**config.mk**
```make
export PLATFORM = sky130hd
export DESIGN_NAME = grid_verifier
export DESIGN_NICKNAME = d
export VERILOG_FILES = /design/src/rtl/grid_pkg.sv /design/src/rtl/grid_verifier_cursor.sv /design/src/rtl/grid_verifier.sv
export SDC_FILE = /design/constraint.sdc
export NUM_CORES = 1
export LEC_CHECK = 0
export ABC_AREA = 1
export CORE_MARGIN = 3
export CORE_UTILIZATION = 50
export CTS_CLUSTER_SIZE = 25
export DETAILED_ROUTE_END_ITERATION = 8
export PLACE_DENSITY_LB_ADDON = 0.05
export REMOVE_ABC_BUFFERS = 1
export SLEW_MARGIN = 20
export SYNTH_ARGS = -nofsm -noshare
export SYNTH_HDL_FRONTEND = slang
export SYNTH_SLANG_ARGS = --single-unit
```
**constraint.sdc**
```tcl
create_clock -name clock -period 3.2 [get_ports clock]
set_input_delay 0.32 -clock clock [delete_from_list [all_inputs] [get_ports clock]]
set_output_delay 0.32 -clock clock [all_outputs]
set_load 0.01 [all_outputs]
```
**src/rtl/grid_pkg.sv**
```systemverilog
// Shared dimensions, types and helpers for the grid generator/verifier slice.
package grid_pkg;

   localparam int unsigned ORDER = 3;
   localparam int unsigned LEN   = ORDER * ORDER;
   localparam int unsigned AREA  = LEN * LEN;
   localparam int unsigned ROW_W = $clog2(LEN);
   localparam int unsigned BLK_W = (ORDER > 1) ? $clog2(ORDER) : 1;

   typedef logic [LEN-1:0]   value_t;
   typedef logic [ROW_W-1:0] idx_t;
   typedef logic [BLK_W-1:0] blk_t;

   typedef enum logic [1:0] {IDLE, CHECK, DONE} vstate_t;

   // Constant divisor, so this folds into a small lookup.
   function automatic blk_t blk_of(input idx_t col);
      return blk_t'(col / idx_t'(ORDER));
   endfunction

   function automatic logic is_onehot(input value_t v);
      return (|v) && !(|(v & (v - value_t'(1))));
   endfunction

endpackage

```
**src/rtl/grid_verifier_cursor.sv**
```systemverilog
// Row-major cell cursor for the verifier: row/col counters plus the wrap,
// last-cell and block-column flags derived from them.
module grid_verifier_cursor
   import grid_pkg::*;
(
   input  logic clock,
   input  logic reset_n,
   input  logic clear,
   input  logic advance,
   output idx_t row,
   output idx_t col,
   output logic col_wrap,
   output logic blk_wrap,
   output logic last,
   output blk_t blk_col
);

   always_comb begin
      col_wrap = (col == idx_t'(LEN - 1));
      last     = col_wrap && (row == idx_t'(LEN - 1));
      // The row about to finish is the bottom row of a block-row.
      blk_wrap = col_wrap && ((row % idx_t'(ORDER)) == idx_t'(ORDER - 1));
      blk_col  = blk_of(col);
   end

   always_ff @(posedge clock or negedge reset_n) begin
      if (!reset_n) begin
         row <= '0;
         col <= '0;
      end else if (clear) begin
         row <= '0;
         col <= '0;
      end else if (advance) begin
         if (col_wrap) begin
            col <= '0;
            row <= last ? '0 : row + 1'b1;
         end else begin
            col <= col + 1'b1;
         end
      end
   end

endmodule

```
**src/rtl/grid_verifier.sv**
```systemverilog
// Checks a streamed, row-major grid against the one-hot, row, column and block
// rules; reports pass/fail and the first offending cell.
module grid_verifier
   import grid_pkg::*;
(
   input  logic             clock,
   input  logic             reset_n,
   input  logic             start,
   input  logic             in_valid,
   output logic             in_ready,
   input  logic [LEN-1:0]   in_value,
   output logic             busy,
   output logic             done,
   output logic             pass,
   output logic [ROW_W-1:0] err_row,
   output logic [ROW_W-1:0] err_col
);

   vstate_t state, state_nx;
   value_t  row_mask;
   value_t  col_mask [LEN];
   value_t  blk_mask [ORDER];
   logic    err_flag;
   idx_t    first_row, first_col;
   idx_t    row, col;
   blk_t    blk_col;
   logic    col_wrap, blk_wrap, last;
   logic    clear, accept, bad;

   assign clear  = start && (state != CHECK);
   assign accept = in_valid && in_ready;

   grid_verifier_cursor u_cursor (
      .clock    (clock),
      .reset_n  (reset_n),
      .clear    (clear),
      .advance  (accept),
      .row      (row),
      .col      (col),
      .col_wrap (col_wrap),
      .blk_wrap (blk_wrap),
      .last     (last),
      .blk_col  (blk_col)
   );

   always_ff @(posedge clock or negedge reset_n) begin
      if (!reset_n) state <= IDLE;
      else          state <= state_nx;
   end

   always_comb begin
      state_nx = state;
      in_ready = 1'b0;
      busy     = 1'b0;
      bad      = 1'b0;
      case (state)
         IDLE:    if (start) state_nx = CHECK;
         CHECK: begin
            in_ready = 1'b1;
            busy     = 1'b1;
            if (accept && last) state_nx = DONE;
         end
         DONE:    if (start) state_nx = CHECK;
         default: state_nx = IDLE;
      endcase
      bad = !is_onehot(in_value)
            || (|(in_value & row_mask))
            || (|(in_value & col_mask[col]))
            || (|(in_value & blk_mask[blk_col]));
   end

   // err_row/err_col/pass only move at done, so a restart keeps the previous result visible.
   always_ff @(posedge clock or negedge reset_n) begin
      if (!reset_n) begin
         row_mask  <= '0;
         for (int unsigned i = 0; i < LEN; i++)   col_mask[i] <= '0;
         for (int unsigned i = 0; i < ORDER; i++) blk_mask[i] <= '0;
         err_flag  <= 1'b0;
         first_row <= '0;
         first_col <= '0;
         done      <= 1'b0;
         pass      <= 1'b0;
         err_row   <= '0;
         err_col   <= '0;
      end else begin
         done <= 1'b0;
         if (clear) begin
            row_mask  <= '0;
            for (int unsigned i = 0; i < LEN; i++)   col_mask[i] <= '0;
            for (int unsigned i = 0; i < ORDER; i++) blk_mask[i] <= '0;
            err_flag  <= 1'b0;
            first_row <= '0;
            first_col <= '0;
         end else if (accept) begin
            row_mask      <= col_wrap ? '0 : (row_mask | in_value);
            col_mask[col] <= col_mask[col] | in_value;
            if (blk_wrap) begin
               for (int unsigned i = 0; i < ORDER; i++) blk_mask[i] <= '0;
            end else begin
               blk_mask[blk_col] <= blk_mask[blk_col] | in_value;
            end
            if (bad && !err_flag) begin
               err_flag  <= 1'b1;
               first_row <= row;
               first_col <= col;
            end
            if (last) begin
               done    <= 1'b1;
               pass    <= !(err_flag || bad);
               err_row <= (!err_flag && bad) ? row : first_row;
               err_col <= (!err_flag && bad) ? col : first_col;
            end
         end
      end
   end

endmodule

```
* Word-level counts from Yosys, hierarchy flattened
Index checks and enable logic that the tools add are counted.
** Storage, ports and cells
- Register bits :: 146
- Bits of input ports :: 13
- Output and inout port bits :: 12
** Operators by class
- Add/subtract/negate cells :: 3
- Divide/modulo/power cells :: 2
- Magnitude comparators :: 4
- Equal/unequal tests :: 8
- Mux-type cells :: 43
- Bitwise operators :: 10
- Reduce and logical (&&, ||, !) cells :: 31
** Operators with widths (count)
- 2-to-1 mux 81 bit :: 2
- bitwise mux 81 bit :: 1
- 2-to-1 mux 27 bit :: 3
- 2-to-1 mux 9 bit :: 9
- 2-to-1 mux 4 bit :: 13
- OR reduction 9 bit :: 5
- AND 9 bit :: 4
- binary-select mux 9 bit (select 4 bit) :: 1
- demux 9 bit (select 4 bit) :: 1
- bitwise mux 27 bit :: 1
- OR 9 bit :: 3
- binary-select mux 9 bit (select 2 bit) :: 1
- demux 9 bit (select 2 bit) :: 1
- logical AND 1 bit :: 9
- subtractor 9 x 1 -> 9 bit (second input constant) :: 1
- adder 4 x 1 -> 4 bit (second input constant) :: 2
- equality test 4 bit (second input constant) :: 2
- 2-to-1 mux 1 bit :: 7
- AND reduction 2 bit :: 3
- nonzero test 2 bit :: 3
- greater-or-equal comparator 5 bit (second input constant) :: 1
- < comparator 5 x 1 -> 1 bit (second input constant) :: 1
- NOT 4 -> 5 bit :: 1
- divider 4 x 2 -> 4 bit (second input constant) :: 1
- other kinds (17) :: 25

* Longest topological paths before layout
- Depth in word-level cells :: 13
- Gate-level depth with buffers :: 23

* Cells and area by module
Synthesis repeated with hierarchy kept, for this count alone.
** Unflattened totals
- Cells, all modules :: 975
- Area, all modules :: 7531.0 µm²
** By module, submodules not included
- grid_verifier :: times used 1, cells an instance 865, area an instance 6739.0 µm², sequential area each 3453.3 µm²
- grid_verifier_cursor :: times used 1, cells an instance 110, area an instance 792.0 µm², sequential area each 200.2 µm²

* Worst setup path before layout
OpenSTA, ideal clock, no wires.
- Kind :: register to register
- Start :: register u_cursor.col[2]
- End :: register err_col[0]
- Setup time :: 118 ps
- Data arrival time :: 2484 ps
- Setup slack :: 599 ps
- Cell stages (with the launch flop) :: 24
- Path buffers :: 3
- Period minus slack after synthesis :: 2601 ps
- Path through :: dfrtp_1 inv_2 nor2_8 buf_2 ha_1 inv_1 ha_1 inv_1 a21oi_4 nand2_4 buf_6 nand3_1 nand2_1 inv_2 nand3_2 nand2_1 inv_2 nand2_2 nor2_2 nand2_2 buf_6 nand3_2 nand3_1 nand2_1
** On the way
- Cells in the longest elaborated chain, start to end :: 10
** Ends and longest elaborated chain
- from (decl) :: line grid_verifier_cursor.sv:11 : output idx_t col,
- from (signal assigned) :: line grid_verifier_cursor.sv:38 : col <= col + 1'b1;
- divider 4 x 2 -> 4 bit / NOT 4 -> 5 bit (equally long branches) :: line grid_pkg.sv:18, grid_verifier.sv:68
- NOT 2 -> 3 bit (not written as such) / binary-select mux 9 bit (select 4 bit) (equally long branches) :: line grid_verifier.sv:69, grid_verifier.sv:68
- binary-select mux 9 bit (select 2 bit) / 2-to-1 mux 9 bit (equally long branches) :: line grid_verifier.sv:69, grid_verifier.sv:68
- 2-to-1 mux 9 bit (on tied branches) :: line grid_verifier.sv:69, grid_verifier.sv:68
- 2-to-1 mux 9 bit (not written as such) / AND 9 bit (equally long branches) :: line grid_verifier.sv:69, grid_verifier.sv:68
- AND 9 bit / OR reduction 9 bit (equally long branches) :: line grid_verifier.sv:69, grid_verifier.sv:68
- OR reduction 9 bit / logical OR 1 bit (equally long branches) :: line grid_verifier.sv:69, grid_verifier.sv:68
- logical OR 1 bit :: line grid_verifier.sv:69 : || (|(in_value & blk_mask[blk_col]));
- logical AND 1 bit :: line grid_verifier.sv:111 : err_col <= (!err_flag && bad) ? col : first_col;
- 2-to-1 mux 4 bit
- to (signal assigned) :: line grid_verifier.sv:111
- to (decl) :: line grid_verifier.sv:16 : output logic [ROW_W-1:0] err_col
Parallel ways exist; a longest one is shown, timed or not. The select of a mux whose other input is x is not followed.
A chain may end at the register's enable or synchronous reset.

* Worst setup path after layout
- Start :: register u_cursor.col[2]
- End :: register err_row[1]
** On the way
- Cells in the longest elaborated chain, start to end :: 10
** Ends and longest elaborated chain
- divider 4 x 2 -> 4 bit / NOT 4 -> 5 bit (equally long branches) :: line grid_pkg.sv:18, grid_verifier.sv:68
- NOT 2 -> 3 bit (not written as such) / binary-select mux 9 bit (select 4 bit) (equally long branches) :: line grid_verifier.sv:69, grid_verifier.sv:68
- binary-select mux 9 bit (select 2 bit) / 2-to-1 mux 9 bit (equally long branches) :: line grid_verifier.sv:69, grid_verifier.sv:68
- 2-to-1 mux 9 bit (on tied branches) :: line grid_verifier.sv:69, grid_verifier.sv:68
- 2-to-1 mux 9 bit (not written as such) / AND 9 bit (equally long branches) :: line grid_verifier.sv:69, grid_verifier.sv:68
- AND 9 bit / OR reduction 9 bit (equally long branches) :: line grid_verifier.sv:69, grid_verifier.sv:68
- OR reduction 9 bit / logical OR 1 bit (equally long branches) :: line grid_verifier.sv:69, grid_verifier.sv:68
- logical OR 1 bit :: line grid_verifier.sv:69
- logical AND 1 bit :: line grid_verifier.sv:110 : err_row <= (!err_flag && bad) ? row : first_row;
- 2-to-1 mux 4 bit
- to (signal assigned) :: line grid_verifier.sv:110
- to (decl) :: line grid_verifier.sv:15 : output logic [ROW_W-1:0] err_row,
Parallel ways exist; a longest one is shown, timed or not. The select of a mux whose other input is x is not followed.

==> results.toml <==
[grt]
grt_pass1_vias = 6373
grt_start_max_net_pins = 74
grt_usage = 0.2570
overflow = 0
grt_antenna_before_repair = 0
grt_pass1_wl_mm = 33.46

[setup_path]
path_class = "flip-flop to flip-flop"
required_ps = 3520
cp.arrival_ps = 3230
reg2reg_depth = 21
start_kind = "flip-flop"
path_max_fanout = 13
crit_path_end_kind = "flip-flop"

[synth]
synth.avg_cell_area_um2 = 7.751
synthFlopType = "dfrtp_1"
syn_area_um2 = 7604
synth_cells = 981
yosysSeqAreaShare = 0.4805
yosys_register_bits = 146
synth-edff-count = 0
ys_types = 33
synthArstFlopShare = 1.000
yosysWarnings = 0

[route]
drc_errors = 0
wl_per_cell_um = 16.51
drt_first_pass_iters = 5
vias_per_cell = 5.391
drtIter0Drc = 537
ant_nets = 0
vias = 6566
routed_wl_mm = 20.11

[worst_hold_path]
min_path_cells = 2
hold_path_class = "flip-flop to flip-flop"

[cts]
cts_buffers = 17
cts_max_path_buffers = 2
clk-insertion-delay-late_ps = 430
path_clk_slew_ps = 60
clock_sinks = 146
postCtsSetupBuffers = 0
h-tree-depth = 4
cts_root_buf = "clkbuf_16"
cts_tree = "built"

[power]
p_sw_frac = 0.4453
vdd_ir_drop_max_mv = 0.5474
powerDensity_nw_per_um2 = 1131
p_int_mw = 5.500
p_sw_mw = 4.416
seqPwrFrac = 0.300
pwr-share-clk = 0.199
power_frac_comb = 0.501
p_leak_nw = 4.512

[timing]
grt_setup_unrepaired = "no"
slew_headroom = 0.4461
worstMarginPinSlew_ps = 827.8
final-setup-viol-count = 0
skew_ps = 6.451
period_needed_ps = 2913
fmax_mhz = 343.3
finalCritPeriodShare = 0.9102
drv_slew = 0
setup_tns_ps = 0
finalHoldViolCount = 0

[floorplan]
rows = 44
die-area_um2 = 16720
die_x_um = 129.3
coreArea_um2 = 14700
fp.dieH_um = 129.3
start_util = 0.5173
ios = 25

[layout]
layout_commonest_cell = "nand2_1"
final_cell_mix = "nand2_1, dfrtp_1, inv_1, nand3_1, o22ai_1"
diodes = 0
drive_gt1_frac = 0.09671
num-nets-final = 1047
syn_to_final_growth_pct = 15.30
design_area_um2 = 8767

[placement]
gp_congestion = 0.8480
portBuffers = 24
placed_area_um2 = 8174
dp_hpwl_mm = 13.54

[outcome]
outcome = "complete, no violations"

[run]
drv_cap = 0
==> synthesized netlist by cell type (all sizes together) (11+ instances only) <==
cell    count  area (um^2)
a21oi      22        121.4
buf        23        131.4
clkbuf     11        41.29
dfrtp     146         3654
ha         12        150.1
inv       124        465.4
nand2     326         1251
nand3     121        660.6
nand3b     13        97.59
nor2       45        200.2
o211ai     12        90.09
o21ai      39        195.2
o22ai      60        375.4
==> final timing paths <==
| path | from | to | slack, ps |
|---|---|---|---|
| worst max-delay path | u_cursor.col[2] | err_row[1] | 290 |
| min in group asynchronous | reset_n | col_mask[77] | 480 |
| worst max register to register | u_cursor.col[2] | err_row[1] | 290 |
| max in group asynchronous | reset_n | first_row[2] | 1860 |
| worst min-delay path | blk_mask[13] | blk_mask[13] | 470 |
| worst min register to register | blk_mask[13] | blk_mask[13] | 470 |
==> sequential cells by signal (all words and copies together), names as in the netlist <==
name          count
blk_mask         27
col_mask         81
done              1
err_col           4
err_flag          1
err_row           4
first_col         4
first_row         4
pass              1
row_mask          9
state             2
u_cursor.col      4
u_cursor.row      4
==> repair_timing <==
action                     4_1_cts  5_1_grt
hold endpoints to repair        70        0
setup endpoints to repair        0        2
hold buffers                     1        0
gates resized for setup          0        1
==> critical path, cell delays in order (launching register included) <==
cell,delay (ps)
dfrtp_1,440
inv_2,220
nor2_8,40
ha_1,180
inv_1,50
ha_1,150
inv_1,70
a21oi_4,280
nand2_4,180
nand2_4,160
nand2_1,70
nand2_1,90
nand3_1,80
nand2_1,80
inv_1,40
nand2_2,60
nor2_2,40
nand2_2,110
buf_4,210
nand3_2,90
nand3_1,120
nand2_1,60
==> cells by family (layout without fill, tap and decap cells) <==
| kind of cell | count (synthesis) | in the layout | share of synthesized area |
|---|---|---|---|
| flops | 146 | 146 | 0.4805 |
| simple gates | 520 | 520 | 0.3031 |
| xor+xnor | 2 | 2 | 0.002304 |
| fa+ha+maj | 12 | 12 | 0.01975 |
| compound gates | 137 | 137 | 0.1075 |
| buf+inv | 164 | 217 | 0.08688 |
==> per-layer routing <==
layer | GRT usage | vias up | wire length, um | part of all wire
met5 | 0 | - | 0 | 0
met4 | 0.05683 | 0 | 190 | 0.0095
met3 | 0.07007 | 13 | 1473 | 0.073
met2 | 0.3887 | 190 | 8925 | 0.44
met1 | 0.3728 | 3075 | 9516 | 0.47
li1 | - | 3288 | - | -
==> cell type report <==
cell class,instances,area [um^2]
fillers,1347,5932
flip-flops and latches,146,3656
multi-input cells,671,3289
repair buffers,56,521.8
inverters,130,488.0
clock buffers,23,478.0
well taps,184,230.2
clock inverters,8,103.9
==> stage by stage <==
step,worst slack (ps),instances,hold slack (ps),util,total power [mW]
detailed placement,306.3,1186,404.6,0.5561,7.899
CTS,278.3,1218,470.0,0.5964,9.902
global placement,343.8,1186,401.5,0.5561,7.850
floorplan,-217.6,947,24.41,-,6.303
global route,15.88,1218,488.3,0.5964,10.76
finish,287.2,1218,466.3,0.5964,9.916
==> power by group through the flow <==
stage,logic [mW],clock network [mW],registers (mW)
CTS,4.93,2.01,2.96
global placement,4.88,0,2.97
detailed placement,4.91,0,2.99
floorplan,3.34,0,2.96
global route,5.61,2.09,3.06
finish,4.97,1.97,2.97
(Power assumes the default switching activity.)
